==> config.mk <==
export PLATFORM = sky130hd
export DESIGN_NAME = alu_ctrl_seq_flat
export DESIGN_NICKNAME = d
export VERILOG_FILES = /design/src/rtl/alu_ctrl_seq_if.sv /design/src/rtl/alu_ctrl_seq.sv /design/src/flat_wrapper.sv
export SDC_FILE = /design/constraint.sdc
export NUM_CORES = 1
export LEC_CHECK = 0
export BUFFER_PORTS_ARGS = -buffer_cell sky130_fd_sc_hd__clkbuf_2
export CAP_MARGIN = 20
export CORE_MARGIN = 2
export CORE_UTILIZATION = 25
export DETAILED_ROUTE_END_ITERATION = 7
export GPL_TIMING_DRIVEN = 0
export PLACE_DENSITY = 0.5
export SYNTH_ARGS = -nofsm -noshare
export SYNTH_HDL_FRONTEND = slang
export SYNTH_SLANG_ARGS = --single-unit
==> constraint.sdc <==
create_clock -name clk -period 2.71 [get_ports clk]
set_input_delay 0.542 -clock clk [delete_from_list [all_inputs] [get_ports clk]]
set_output_delay 0.542 -clock clk [all_outputs]
set_load 0.05 [all_outputs]
==> src/rtl/alu_ctrl_seq_if.sv <==
// Request/response bundle between the decode stage, the ALU control sequencer
// and the execute-side consumer. The master drives requests and consumes results.
interface alu_ctrl_seq_if;
    logic       flush;
    logic       in_valid;
    logic       in_ready;
    logic [2:0] alu_op;
    logic       opcode_5;
    logic [2:0] funct3;
    logic [6:0] funct7;
    logic       out_valid;
    logic       out_ready;
    logic [4:0] out_ctrl;
    logic       out_illegal;
    logic       busy;

    modport master (
        output flush,
        output in_valid,
        output alu_op,
        output opcode_5,
        output funct3,
        output funct7,
        output out_ready,
        input  in_ready,
        input  out_valid,
        input  out_ctrl,
        input  out_illegal,
        input  busy
    );

    modport slave (
        input  flush,
        input  in_valid,
        input  alu_op,
        input  opcode_5,
        input  funct3,
        input  funct7,
        input  out_ready,
        output in_ready,
        output out_valid,
        output out_ctrl,
        output out_illegal,
        output busy
    );
endinterface

==> src/rtl/alu_ctrl_seq.sv <==
// Registered ALU control decoder for RV32I/RV32M at the ID/EX boundary. Each
// accepted op is held for its class latency before out_valid is raised.
module alu_ctrl_seq #(
    parameter int ENABLE_M   = 1,
    parameter int MUL_CYCLES = 2,
    parameter int DIV_CYCLES = 33
) (
    input  logic          clk,
    input  logic          rst_n,
    alu_ctrl_seq_if.slave bus
);
    localparam int CNT_W = $clog2(DIV_CYCLES + 1);

    localparam logic [CNT_W-1:0] CNT_ONE    = CNT_W'(1);
    localparam logic [CNT_W-1:0] LAT_MUL_M1 = CNT_W'(MUL_CYCLES - 1);
    localparam logic [CNT_W-1:0] LAT_DIV_M1 = CNT_W'(DIV_CYCLES - 1);

    localparam logic [4:0] CTRL_ADD   = 5'd0;
    localparam logic [4:0] CTRL_SUB   = 5'd1;
    localparam logic [4:0] CTRL_AND   = 5'd2;
    localparam logic [4:0] CTRL_OR    = 5'd3;
    localparam logic [4:0] CTRL_XOR   = 5'd4;
    localparam logic [4:0] CTRL_SLT   = 5'd5;
    localparam logic [4:0] CTRL_SLTU  = 5'd6;
    localparam logic [4:0] CTRL_SLL   = 5'd7;
    localparam logic [4:0] CTRL_SRL   = 5'd8;
    localparam logic [4:0] CTRL_SRA   = 5'd9;
    localparam logic [4:0] CTRL_MUL   = 5'd10;
    localparam logic [4:0] CTRL_MULHU = 5'd13;
    localparam logic [4:0] CTRL_DIV   = 5'd14;
    localparam logic [4:0] CTRL_REMU  = 5'd17;
    localparam logic [4:0] CTRL_PASSB = 5'd18;

    typedef enum logic [1:0] {
        ST_IDLE = 2'd0,
        ST_BUSY = 2'd1,
        ST_DONE = 2'd2
    } state_t;

    state_t           r_state;
    logic [CNT_W-1:0] r_cnt;
    logic             r_out_valid;
    logic [4:0]       r_out_ctrl;
    logic             r_out_illegal;
    logic             r_busy;

    logic             w_in_ready;
    logic             w_accept;
    logic [4:0]       w_ctrl;
    logic             w_illegal;
    logic             w_shift;
    logic             w_f7_chk;
    logic             w_f7_ok;
    logic [CNT_W-1:0] w_lat_m1;

    // funct7[5] selects sub only on R-type; it selects sra for both shift forms
    function automatic logic [4:0] base_ctrl(input logic [2:0] f3,
                                             input logic       f7_5,
                                             input logic       op5);
        logic [4:0] c;
        case (f3)
            3'b000:  c = (op5 && f7_5) ? CTRL_SUB : CTRL_ADD;
            3'b001:  c = CTRL_SLL;
            3'b010:  c = CTRL_SLT;
            3'b011:  c = CTRL_SLTU;
            3'b100:  c = CTRL_XOR;
            3'b101:  c = f7_5 ? CTRL_SRA : CTRL_SRL;
            3'b110:  c = CTRL_OR;
            3'b111:  c = CTRL_AND;
            default: c = CTRL_ADD;
        endcase
        return c;
    endfunction

    // Field decode into control word and legality
    always_comb begin
        w_ctrl    = CTRL_ADD;
        w_illegal = 1'b0;
        w_shift   = (bus.funct3 == 3'b001) || (bus.funct3 == 3'b101);
        w_f7_chk  = bus.opcode_5 || w_shift;
        w_f7_ok   = (bus.funct7 == 7'b0000000) ||
                    ((bus.funct7 == 7'b0100000) &&
                     ((bus.funct3 == 3'b000) || (bus.funct3 == 3'b101)));
        case (bus.alu_op)
            3'b000: w_ctrl = CTRL_ADD;
            3'b001: w_ctrl = CTRL_SUB;
            3'b011: w_ctrl = CTRL_PASSB;
            3'b010: begin
                if (bus.opcode_5 && (bus.funct7 == 7'b0000001)) begin
                    if (ENABLE_M != 0) begin
                        w_ctrl = CTRL_MUL + {2'b00, bus.funct3};
                    end else begin
                        w_illegal = 1'b1;
                    end
                end else if (w_f7_chk && !w_f7_ok) begin
                    w_illegal = 1'b1;
                end else begin
                    w_ctrl = base_ctrl(bus.funct3, bus.funct7[5], bus.opcode_5);
                end
            end
            default: w_illegal = 1'b1;
        endcase
    end

    // Remaining cycles after the accept edge, by op class
    always_comb begin
        w_lat_m1 = '0;
        if ((w_ctrl >= CTRL_DIV) && (w_ctrl <= CTRL_REMU)) begin
            w_lat_m1 = LAT_DIV_M1;
        end else if ((w_ctrl >= CTRL_MUL) && (w_ctrl <= CTRL_MULHU)) begin
            w_lat_m1 = LAT_MUL_M1;
        end else begin
            w_lat_m1 = '0;
        end
    end

    assign w_in_ready = !bus.flush &&
                        ((r_state == ST_IDLE) || ((r_state == ST_DONE) && bus.out_ready));
    assign w_accept   = bus.in_valid && w_in_ready;

    // Handshake FSM; flush outranks accept, DONE may reload without a bubble
    always_ff @(posedge clk or negedge rst_n) begin
        if (!rst_n) begin
            r_state       <= ST_IDLE;
            r_cnt         <= '0;
            r_out_valid   <= 1'b0;
            r_out_ctrl    <= 5'd0;
            r_out_illegal <= 1'b0;
            r_busy        <= 1'b0;
        end else if (bus.flush) begin
            r_state     <= ST_IDLE;
            r_cnt       <= '0;
            r_out_valid <= 1'b0;
            r_busy      <= 1'b0;
        end else if (w_accept) begin
            r_out_ctrl    <= w_ctrl;
            r_out_illegal <= w_illegal;
            r_cnt         <= w_lat_m1;
            r_busy        <= 1'b1;
            if (w_lat_m1 == '0) begin
                r_state     <= ST_DONE;
                r_out_valid <= 1'b1;
            end else begin
                r_state     <= ST_BUSY;
                r_out_valid <= 1'b0;
            end
        end else begin
            case (r_state)
                ST_IDLE: begin
                    r_cnt       <= '0;
                    r_out_valid <= 1'b0;
                    r_busy      <= 1'b0;
                end
                ST_BUSY: begin
                    if (r_cnt <= CNT_ONE) begin
                        r_state     <= ST_DONE;
                        r_cnt       <= '0;
                        r_out_valid <= 1'b1;
                    end else begin
                        r_cnt <= r_cnt - CNT_ONE;
                    end
                end
                ST_DONE: begin
                    if (bus.out_ready) begin
                        r_state     <= ST_IDLE;
                        r_out_valid <= 1'b0;
                        r_busy      <= 1'b0;
                    end else begin
                        r_out_valid <= 1'b1;
                    end
                end
                default: begin
                    r_state     <= ST_IDLE;
                    r_cnt       <= '0;
                    r_out_valid <= 1'b0;
                    r_busy      <= 1'b0;
                end
            endcase
        end
    end

    assign bus.in_ready    = w_in_ready;
    assign bus.out_valid   = r_out_valid;
    assign bus.out_ctrl    = r_out_ctrl;
    assign bus.out_illegal = r_out_illegal;
    assign bus.busy        = r_busy;
endmodule
==> src/flat_wrapper.sv <==
// flat-port wrapper written by rule: the top's interface ports become plain ports
module alu_ctrl_seq_flat 
#(
    parameter int ENABLE_M   = 1,
    parameter int MUL_CYCLES = 2,
    parameter int DIV_CYCLES = 33
)
  (clk, rst_n, bus_flush, bus_in_valid, bus_alu_op, bus_opcode_5, bus_funct3, bus_funct7, bus_out_ready, bus_in_ready, bus_out_valid, bus_out_ctrl, bus_out_illegal, bus_busy);
  alu_ctrl_seq_if bus_i ();
  input  logic clk;
  input  logic rst_n;
  input wire logic [$bits(bus_i.flush)-1:0] bus_flush;
  input wire logic [$bits(bus_i.in_valid)-1:0] bus_in_valid;
  input wire logic [$bits(bus_i.alu_op)-1:0] bus_alu_op;
  input wire logic [$bits(bus_i.opcode_5)-1:0] bus_opcode_5;
  input wire logic [$bits(bus_i.funct3)-1:0] bus_funct3;
  input wire logic [$bits(bus_i.funct7)-1:0] bus_funct7;
  input wire logic [$bits(bus_i.out_ready)-1:0] bus_out_ready;
  output wire logic [$bits(bus_i.in_ready)-1:0] bus_in_ready;
  output wire logic [$bits(bus_i.out_valid)-1:0] bus_out_valid;
  output wire logic [$bits(bus_i.out_ctrl)-1:0] bus_out_ctrl;
  output wire logic [$bits(bus_i.out_illegal)-1:0] bus_out_illegal;
  output wire logic [$bits(bus_i.busy)-1:0] bus_busy;
  assign bus_i.flush = bus_flush;
  assign bus_i.in_valid = bus_in_valid;
  assign bus_i.alu_op = bus_alu_op;
  assign bus_i.opcode_5 = bus_opcode_5;
  assign bus_i.funct3 = bus_funct3;
  assign bus_i.funct7 = bus_funct7;
  assign bus_i.out_ready = bus_out_ready;
  assign bus_in_ready = bus_i.in_ready;
  assign bus_out_valid = bus_i.out_valid;
  assign bus_out_ctrl = bus_i.out_ctrl;
  assign bus_out_illegal = bus_i.out_illegal;
  assign bus_busy = bus_i.busy;
  alu_ctrl_seq #(.ENABLE_M(ENABLE_M), .MUL_CYCLES(MUL_CYCLES), .DIV_CYCLES(DIV_CYCLES)) u_core (.clk(clk), .rst_n(rst_n), .bus(bus_i));
endmodule
==> flow_metrics.env, run 1 <==
export IMPL_status="finished, final reports clean"
export IMPL_power_uw=682.7
export IMPL_r2r_cells=8
export IMPL_antenna_cells=0
export IMPL_worst_path_buf_inv=1
export IMPL_final_max_slew_viol_count=0
export IMPL_rsz0062_at_grt="no"
export IMPL_setup_tns_ns=0
export IMPL_gp_congestion=0.7771
export IMPL_r2r_end="u_core.r_cnt[0]"
export IMPL_start_kind="primary input"
export IMPL_cts_sinks=16
export IMPL_ys_types=45
export IMPL_grt_max_degree=17
export IMPL_peakVddDrop_uv=183.6
export IMPL_cp_data_arrival_time_ns=2.38
export IMPL_routed_via_density=4.870
export IMPL_rr_startpoint="u_core.r_state[0]"
export IMPL_crit_cells=7
export IMPL_io_buffer_count=26
export IMPL_cts_tree="built"
export IMPL_htreeDepth=1
export IMPL_fp_dieArea_um2=5724
export IMPL_relSlewSlack_pct=68.00
export IMPL_place_inst=257
export IMPL_ys_seq_elements=16
export IMPL_synth_top_area_share_pct=31.19
export IMPL_die_height_um=75.66
export IMPL_grtUsageTotal_pct=12.07
export IMPL_finalWorstSetupSlack_ns=0.4489
export IMPL_setup_worst_path_end_class="register"
export IMPL_endpoint="u_core.r_cnt[0]"
export IMPL_synth_area_um2=1284
export IMPL_cts_buffer_depth=2
export IMPL_syn_inst=161
export IMPL_ctsHoldBuffers=0
export IMPL_crit_type="in -> reg"
export IMPL_cpLargestDelayFamily="simple AND/OR/NAND/NOR gates"
export IMPL_power_density_nw_per_um2=438.6
export IMPL_routedWlPerCell_um=12.50
export IMPL_clk_pin_slew_ns=0.07
export IMPL_synth_top_area_cell="dfrtp_1"
export IMPL_grt_pass1_wl_um=5444
export IMPL_drt_pre_antenna_iters=4
export IMPL_vias=1271
export IMPL_grt_pass1_vias=1195
export IMPL_tightest_slew_ns=0.4750
export IMPL_cts_resized=0
export IMPL_hold_violations=0
export IMPL_synth_edf_count=0
export IMPL_skew_ns=0.004188
export IMPL_power_leakage_uw=0.0006914
export IMPL_critical_path_max_stage_delay_ns=0.58
export IMPL_min_delay_path_class="in -> async"
export IMPL_avgSynthCellArea_um2=7.973
export IMPL_placementRows=26
export IMPL_yosys_cell_count_top_type="nand2_1"
export IMPL_required_ns=2.83
export IMPL_synthTopCellsByArea="dfrtp_1 (31%), ha_1 (5.8%), nand2_1 (5.8%), o21ai_0 (5.5%), nor2_1 (4.1%)"
export IMPL_max_freq_mhz=442.3
export IMPL_clock_root_buffer="clkbuf_8"
export IMPL_post_cts_buffers=0
export IMPL_dp_slack_ns=0.1865
export IMPL_core_area_um2=5042
export IMPL_detail_route_antenna_nets=0
export IMPL_layout_nets=217
export IMPL_critPathMaxFanout=6
export IMPL_route_detailed_drc=0
export IMPL_layout_min_cycle_time_ns=2.261
export IMPL_whs_ns=0.2092
export IMPL_clk_latency_ns=0.25
export IMPL_finalNonFillerCells=261
export IMPL_detailed_place_hpwl_um=2569
export IMPL_critPathSlowestCell="or4_4"
export IMPL_yosysWarnings=0
export IMPL_crit_start="bus_funct7[4]"
export IMPL_die_x_um=75.66
export IMPL_synthArstFlopShare_pct=100.0
export IMPL_seq_area_frac_synth_pct=31.19
export IMPL_synth_common_cells="nand2_1 (20), dfrtp_1 (16), nor2_1 (14), o21ai_0 (14)"
export IMPL_path_cells="clkbuf_2, or4_4, nor3_2, nand2_1, a311oi_1, xor2_1, o221ai_1"
export IMPL_cap_violations=0
export IMPL_overflow=0
export IMPL_ys_flop_type="dfrtp_1"
export IMPL_synth_fp_nets=186
export IMPL_finalSetupViolCount=0
export IMPL_cts_buffers=3
export IMPL_ios=28
export IMPL_initial_core_util_pct=25.46
export IMPL_antenna_found_initial=0
export IMPL_drt_initial_drc_count=40
export IMPL_area_delta_synth_final_pct=21.25
export IMPL_routed_wl_um=3263
export IMPL_reg2reg_slack_ns=0.50
export IMPL_drive_above_1_share_pct=20.94
export IMPL_fin_crit_sh_pct=83.43
-- worst reg2reg max path, cell delays in order, from the launching register on --
cell and delay (ns):
dfrtp_1 0.40, inv_1 0.09, ha_1 0.24, a21o_1 0.17
nand3_1 0.26, and3_1 0.28, clkbuf_1 0.17, or2_2 0.33
o221ai_1 0.18
-- layout make-up --
class / instances / area, um^2
multi-input combinational: 132 / 834.6
buffer: 5 / 18.77
sequential: 16 / 400.4
timing repair buffer: 26 / 130.1
fill: 575 / 3486
tap: 70 / 87.58
clock buffer: 4 / 55.05
inverter: 8 / 30.03
-- state kept, by name, summed over array words and instances (netlist names) --
register and cells:
u_core.bus.busy 1, u_core.bus.out_ctrl 5, u_core.bus.out_illegal 1, u_core.bus.out_valid 1
u_core.r_cnt 6, u_core.r_state 2
-- routing by layer --
metal / part of all wire, % / wire length [um] / vias up / track usage (%)
met2: 49 / 1587 / 18 / 20.10
met3: 3.1 / 101 / 2 / 2.381
met4: 0.37 / 12 / 0 / 1.170
li1: - / - / 656 / -
met1: 48 / 1562 / 595 / 16.83
met5: 0 / 0 / - / 0
-- cells in the final DEF (no fill, tap or decap), drive strengths merged, types with 2 or more instances in the layout --
cell     n
inv      8
a211oi   2
a21oi    8
nand3    2
or2      2
o221ai   3
and3     3
nor4     3
nand2   20
or4      2
nand3b   2
dfrtp   16
nor4b    2
a31oi    4
nor2    14
o21ai   14
and2     2
mux2     2
nor2b    2
clkbuf  35
nand2b   4
xnor2    2
a21o     2
nand4    6
nor3     7
ha       6
xor2     2
-- cell families (layout without fill, tap and decap cells) --
| group | after synthesis | in the layout | share of synthesized area (%) |
|---|---|---|---|
| buffers and inverters | 13 | 43 | 3.801 |
| and+or+nand+nor | 73 | 73 | 30.12 |
| adders and majority gates | 6 | 6 | 5.848 |
| muxes | 3 | 3 | 2.534 |
| xor gates and xnor gates | 4 | 4 | 2.730 |
| AOI/OAI and AO/OA | 46 | 46 | 23.78 |
| DFF | 16 | 16 | 31.19 |
-- how the worst min path moves through the flow --
| stage | slack (ns) | depth (start not counted) | to |
|---|---|---|---|
| floorplan | 0.25 | 0 | u_core.bus.busy |
| global placement | 0.47 | 2 | u_core.bus.out_ctrl[2] |
| detailed placement | 0.47 | 2 | u_core.bus.out_ctrl[2] |
| CTS | 0.22 | 1 | u_core.bus.out_ctrl[4] |
| global route | 0.24 | 1 | u_core.bus.out_illegal |
| finish | 0.21 | 1 | u_core.bus.out_illegal |
-- power by group --
group	switching (uW)	leakage, uW	internal, uW
clock	85.7	0.0000288	129
sequential	9.97	0.000218	254
combinational	139	0.000445	64.3
total	235	0.000691	448
-- metrics by stage --
| stage | util [%] | area, um^2 |
|---|---|---|
| 6_report | 30.87 | 1556 |
| 5_1_grt | 30.87 | 1556 |
| 4_1_cts | 30.87 | 1556 |
| 3_5_place_dp | 29.78 | 1501 |
| 3_3_place_gp | 29.78 | 1501 |
| 2_1_floorplan | - | 1284 |
No activity file was read; power rests on OpenSTA's default activity.
==> run 2, diff against run 1 <==
==> constraint.sdc (replaced) <==
create_clock -name clk -period 2.23 [get_ports clk]
set_input_delay 0.446 -clock clk [delete_from_list [all_inputs] [get_ports clk]]
set_output_delay 0.446 -clock clk [all_outputs]
set_load 0.05 [all_outputs]
==> flow_metrics.env, run 2 (synthesis gave the netlist of run 1 again) <==
export IMPL_status="finished, final reports clean"
export IMPL_drt_pre_antenna_iters=4
export IMPL_initial_core_util_pct=25.46
export IMPL_largest_register="u_core.r_cnt"
export IMPL_peakVddDrop_uv=219.5
export IMPL_layout_min_cycle_time_ns=2.108
export IMPL_detail_route_antenna_nets=0
export IMPL_drive_above_1_share_pct=22.63
export IMPL_final_cell_mix="clkbuf_2 (26), nand2_1 (20), dfrtp_1 (16), nor2_1 (14), o21ai_0 (13)"
export IMPL_ctsHoldBuffers=0
export IMPL_internal_power_uw=544.6
export IMPL_cts_resized=0
export IMPL_ios=28
export IMPL_p_sw_share_pct=34.31
export IMPL_seqPwrFrac_pct=38.8
export IMPL_reg2reg_slack_ns=0.26
export IMPL_core_area_um2=5042
export IMPL_rr_startpoint="u_core.r_state[0]"
export IMPL_critical_path_max_stage_delay_ns=0.58
export IMPL_finalSetupViolCount=0
export IMPL_area_delta_synth_final_pct=22.03
export IMPL_cts_tree="built"
export IMPL_overflow=0
export IMPL_final_core_utilization_pct=31.07
export IMPL_comb_power_share_pct=30.1
export IMPL_grt_max_degree=17
export IMPL_required_ns=2.39
export IMPL_fillers=577
export IMPL_drt_initial_drc_count=74
export IMPL_fin_crit_sh_pct=94.53
export IMPL_vias=1274
export IMPL_crit_type="in -> reg"
export IMPL_grt_pass1_vias=1195
export IMPL_max_freq_mhz=474.4
export IMPL_clock_root_buffer="clkbuf_8"
export IMPL_r2r_end="u_core.r_cnt[0]"
export IMPL_routedWlPerCell_um=12.46
export IMPL_detailed_place_hpwl_um=2569
export IMPL_min_delay_path_class="in -> async"
export IMPL_tightest_slew_ns=0.4411
export IMPL_largest_reg_flops=6
export IMPL_antenna_cells=0
export IMPL_htreeDepth=1
export IMPL_fp_dieArea_um2=5724
export IMPL_grt_pass1_wl_um=5444
export IMPL_layout_nets=216
export IMPL_final_max_slew_viol_count=0
export IMPL_cts_sinks=16
export IMPL_rsz0062_at_grt="no"
export IMPL_io_buffer_count=26
export IMPL_clk_latency_ns=0.25
export IMPL_power_density_nw_per_um2=529.2
export IMPL_switchingPower_uw=284.4
export IMPL_final_common_cell="clkbuf_2"
export IMPL_relSlewSlack_pct=70.32
export IMPL_routed_via_density=4.900
export IMPL_critPathMaxFanout=6
export IMPL_skew_ns=0.001076
export IMPL_power_uw=829.0
export IMPL_cts_buffer_depth=2
export IMPL_antenna_found_initial=0
export IMPL_die_height_um=75.66
export IMPL_routed_wl_um=3240
export IMPL_cts_buffers=3
export IMPL_grtUsageTotal_pct=12.07
export IMPL_setup_tns_ns=0
export IMPL_placementRows=26
export IMPL_clk_pin_slew_ns=0.06
export IMPL_gp_congestion=0.7771
export IMPL_power_leakage_uw=0.0006916
export IMPL_path_cells="clkbuf_2, or4_4, o32ai_1, nand4_1, a21o_1, xor2_1, o221ai_1"
export IMPL_start_kind="primary input"
export IMPL_whs_ns=0.1153
export IMPL_cp_data_arrival_time_ns=2.27
export IMPL_r2r_cells=7
export IMPL_hold_violations=0
export IMPL_clkPwrFrac_pct=31.1
export IMPL_setup_worst_path_end_class="register"
export IMPL_post_cts_buffers=0
export IMPL_die_x_um=75.66
export IMPL_cap_violations=0
export IMPL_route_detailed_drc=0
export IMPL_critPathSlowestCell="or4_4"
==> run 2: how the worst max path moves through the flow <==
stage | startpoint | end | slack [ns] | cells after the start
floorplan | bus_funct7[4] | u_core.bus.out_valid | 0.09 | 6
global placement | bus_funct7[4] | u_core.r_cnt[0] | -0.18 | 7
detailed placement | bus_funct7[4] | u_core.r_cnt[0] | -0.20 | 7
CTS | u_core.r_state[0] | u_core.r_cnt[0] | 0.008 | 8
global route | bus_funct7[4] | u_core.r_cnt[0] | 0.02 | 7
finish | bus_funct7[4] | u_core.r_cnt[0] | 0.12 | 7
==> run 2: layer usage <==
metal | share of wire (%) | global-route usage (%) | routed length, um
met5 | 0 | 0 | 0
met4 | 0.37 | 1.170 | 12
met3 | 3.5 | 2.381 | 114
met2 | 48 | 20.10 | 1566
met1 | 48 | 16.83 | 1547
==> run 2: stage by stage <==
step	instance area, um^2	setup WS, ns	instances
floorplan	1284	0.08750	161
global placement	1501	-0.1849	257
detailed placement	1501	-0.1975	257
CTS	1556	0.008308	261
global route	1567	0.02277	260
finish	1567	0.1219	260
==> run 2: area by class of cell <==
type / instances / area [um^2] / share of cell area (%)
Buffer: 4 / 15.01 / 0.9585
Clock buffer: 4 / 55.05 / 3.514
Inverter: 8 / 30.03 / 1.917
Multi-Input combinational cell: 132 / 848.3 / 54.15
Sequential cell: 16 / 400.4 / 25.56
Tap cell: 70 / 87.58 / 5.591
Timing Repair Buffer: 26 / 130.1 / 8.307
==> run 2: power groups by stage <==
stage,Combinational (uW),Sequential (uW),Clock (uW)
6_report,249,322,258
5_1_grt,276,324,280
4_1_cts,250,322,267
3_5_place_dp,249,327,0
3_3_place_gp,249,326,0
2_1_floorplan,117,380,0
==> run 2: critical path: cells and delay by family <==
kind / cells / cell delay, ns
XOR/XNOR: 1 / 0.16
AND/OR/NAND/NOR: 2 / 0.81
buffers and inverters: 1 / 0.10
AO/OA/AOI/OAI: 3 / 0.75
==> run 3, diff against run 2 <==
--- a/config.mk
+++ b/config.mk
@@ -5,6 +5,7 @@
 export SDC_FILE = /design/constraint.sdc
 export NUM_CORES = 1
 export LEC_CHECK = 0
+export ABC_AREA = 1
 export BUFFER_PORTS_ARGS = -buffer_cell sky130_fd_sc_hd__clkbuf_2
 export CAP_MARGIN = 20
 export CORE_MARGIN = 2
==> flow_metrics.env, run 3 <==
export IMPL_clock_root_buffer="clkbuf_8"
export IMPL_syn_inst=174
export IMPL_peakVddDrop_uv=174.6
export IMPL_grtUsageTotal_pct=11.20
export IMPL_antenna_cells=0
export IMPL_avgSynthCellArea_um2=6.860
export IMPL_synth_common_cells="nand2_1 (46), inv_1 (25), nor2_1 (17), dfrtp_1 (16), nand3_1 (13)"
export IMPL_drive_above_1_share_pct=21.46
export IMPL_r2r_end="u_core.r_state[1]"
export IMPL_fillers=537
export IMPL_power_leakage_uw=0.0008335
export IMPL_synth_area_um2=1194
export IMPL_area_delta_synth_final_pct=21.59
export IMPL_start_kind="register"
export IMPL_gp_congestion=0.7568
export IMPL_hold_violations=0
export IMPL_ys_types=25
export IMPL_power_uw=834.0
export IMPL_largest_register="u_core.r_cnt"
export IMPL_synth_fp_nets=199
export IMPL_setup_tns_ns=0
export IMPL_finalSetupViolCount=0
export IMPL_cp_data_arrival_time_ns=1.42
export IMPL_final_common_cell="nand2_1"
export IMPL_ctsHoldBuffers=0
export IMPL_seqPwrFrac_pct=39.1
export IMPL_power_density_nw_per_um2=574.6
export IMPL_io_buffer_count=27
export IMPL_ys_flop_type="dfrtp_1"
export IMPL_layout_nets=231
export IMPL_final_cell_mix="nand2_1 (46), clkbuf_2 (27), inv_1 (25), nor2_1 (17), dfrtp_1 (16)"
export IMPL_vias=1128
export IMPL_fp_dieArea_um2=5344
export IMPL_post_cts_buffers=0
export IMPL_critPathMaxFanout=3
export IMPL_min_delay_path_class="in -> async"
export IMPL_r2r_cells=11
export IMPL_htreeDepth=1
export IMPL_ys_seq_elements=16
export IMPL_skew_ns=0.004526
export IMPL_die_x_um=73.10
export IMPL_required_ns=1.78
export IMPL_clkPwrFrac_pct=32.0
export IMPL_endpoint="bus_in_ready"
export IMPL_seq_area_frac_synth_pct=33.54
export IMPL_synthTopCellsByArea="dfrtp_1 (34%), nand2_1 (14%), inv_1 (7.9%), ha_1 (6.3%), nand3_1 (5.5%)"
export IMPL_max_freq_mhz=535.0
export IMPL_crit_type="reg -> out"
export IMPL_routedWlPerCell_um=10.29
export IMPL_switchingPower_uw=293.5
export IMPL_comb_power_share_pct=28.8
export IMPL_relSlewSlack_pct=71.51
export IMPL_detailed_place_hpwl_um=2195
export IMPL_die_height_um=73.10
export IMPL_grt_pass1_wl_um=4664
export IMPL_tightest_slew_ns=0.4273
export IMPL_yosys_cell_count_top_type="nand2_1"
export IMPL_status="finished, final reports clean"
export IMPL_grt_max_degree=17
export IMPL_cts_buffers=3
export IMPL_final_max_slew_viol_count=0
export IMPL_clk_pin_slew_ns=0.07
export IMPL_drt_pre_antenna_iters=4
export IMPL_synthArstFlopShare_pct=100.0
export IMPL_fin_crit_sh_pct=83.81
export IMPL_drt_initial_drc_count=39
export IMPL_cap_violations=0
export IMPL_reg2reg_slack_ns=0.40
export IMPL_grt_pass1_vias=1074
export IMPL_initial_core_util_pct=25.61
export IMPL_placementRows=25
export IMPL_route_detailed_drc=0
export IMPL_setup_worst_path_end_class="output port"
export IMPL_routed_wl_um=2666
export IMPL_rsz0062_at_grt="no"
export IMPL_layout_min_cycle_time_ns=1.869
export IMPL_cts_buffer_depth=2
export IMPL_cts_tree="built"
export IMPL_synth_edf_count=0
export IMPL_detail_route_antenna_nets=0
export IMPL_p_sw_share_pct=35.19
export IMPL_cts_sinks=16
export IMPL_internal_power_uw=540.5
export IMPL_synth_top_area_share_pct=33.54
export IMPL_rr_startpoint="u_core.r_state[0]"
export IMPL_yosysWarnings=0
export IMPL_routed_via_density=4.355
export IMPL_clk_latency_ns=0.26
export IMPL_core_area_um2=4661
export IMPL_ios=28
export IMPL_cts_resized=0
export IMPL_largest_reg_flops=6
export IMPL_synth_top_area_cell="dfrtp_1"
export IMPL_crit_start="u_core.r_state[0]"
export IMPL_overflow=0
export IMPL_antenna_found_initial=0
## run 3: changes by cell type in the layout (fill, tap and decap cells not counted), moves of 4 or more
cell	before	now
nand3_1	1	13
inv_1	8	25
nand2_1	20	46
nand2b_1	4	0
nand2_2	0	5
o21ai_0	13	9
nand4_1	6	1
## run 3: worst min path at each step
stage	to	slack, ns	cells after the start
floorplan	u_core.bus.busy	0.15	0
global route	u_core.bus.out_ctrl[4]	0.15	1
detailed placement	u_core.r_cnt[3]	0.40	1
global placement	u_core.r_cnt[4]	0.40	1
finish	u_core.bus.out_valid	0.11	1
CTS	u_core.bus.busy	0.13	1
## run 3: cell type report
| cell class | count | area (um^2) | share of cell area, % |
|---|---|---|---|
| Multi-Input combinational cell | 130 | 688.2 | 47.41 |
| Clock buffer | 4 | 55.05 | 3.793 |
| Buffer | 1 | 3.754 | 0.2586 |
| Sequential cell | 16 | 400.4 | 27.59 |
| Timing Repair Buffer | 27 | 135.1 | 9.310 |
| Tap cell | 54 | 67.56 | 4.655 |
| Inverter | 27 | 101.3 | 6.983 |
## run 3: power by group through the flow
stage,Combinational (uW),Sequential [uW],Clock (uW)
after global routing,270,329,286
after floorplan,116,387,0
final,241,326,267
after CTS,244,327,276
after detailed placement,243,332,0
after global placement,243,332,0
## run 3: stage by stage
step	std cells	instance area [um^2]	hold WS, ns	worst slack, ns	util, %
2_1_floorplan	174	1194	0.1504	0.3647	-
5_1_grt	259	1451	0.1492	0.1650	31.14
3_3_place_gp	255	1396	0.4030	0.2851	29.96
4_1_cts	259	1451	0.1269	0.3400	31.14
6_report	259	1451	0.1119	0.3610	31.14
3_5_place_dp	255	1396	0.4045	0.2595	29.96
## run 3: critical path: stages, from the launching register on
cell and delay (ns):
dfrtp_1 0.39, inv_1 0.09, ha_1 0.21, nand3_1 0.10, nand2_2 0.10, clkbuf_2 0.28
## run 3: metal layers
metal | GRT usage [%] | vias to the layer above | share of wire [%]
met2 | 16.72 | 21 | 41
met4 | 4.321 | 0 | 2.0
li1 | - | 617 | -
met5 | 0 | - | 0
met1 | 15.88 | 485 | 52
met3 | 2.072 | 5 | 4.5
## run 3: kinds of logic after synthesis
kind of cell	after synthesis	synth area share, %
xor gates and xnor gates	5	3.669
buffers and inverters	28	8.805
adders and majority gates	6	6.289
and+or+nand+nor	92	35.22
DFF	16	33.54
AOI/OAI and AO/OA	27	12.47
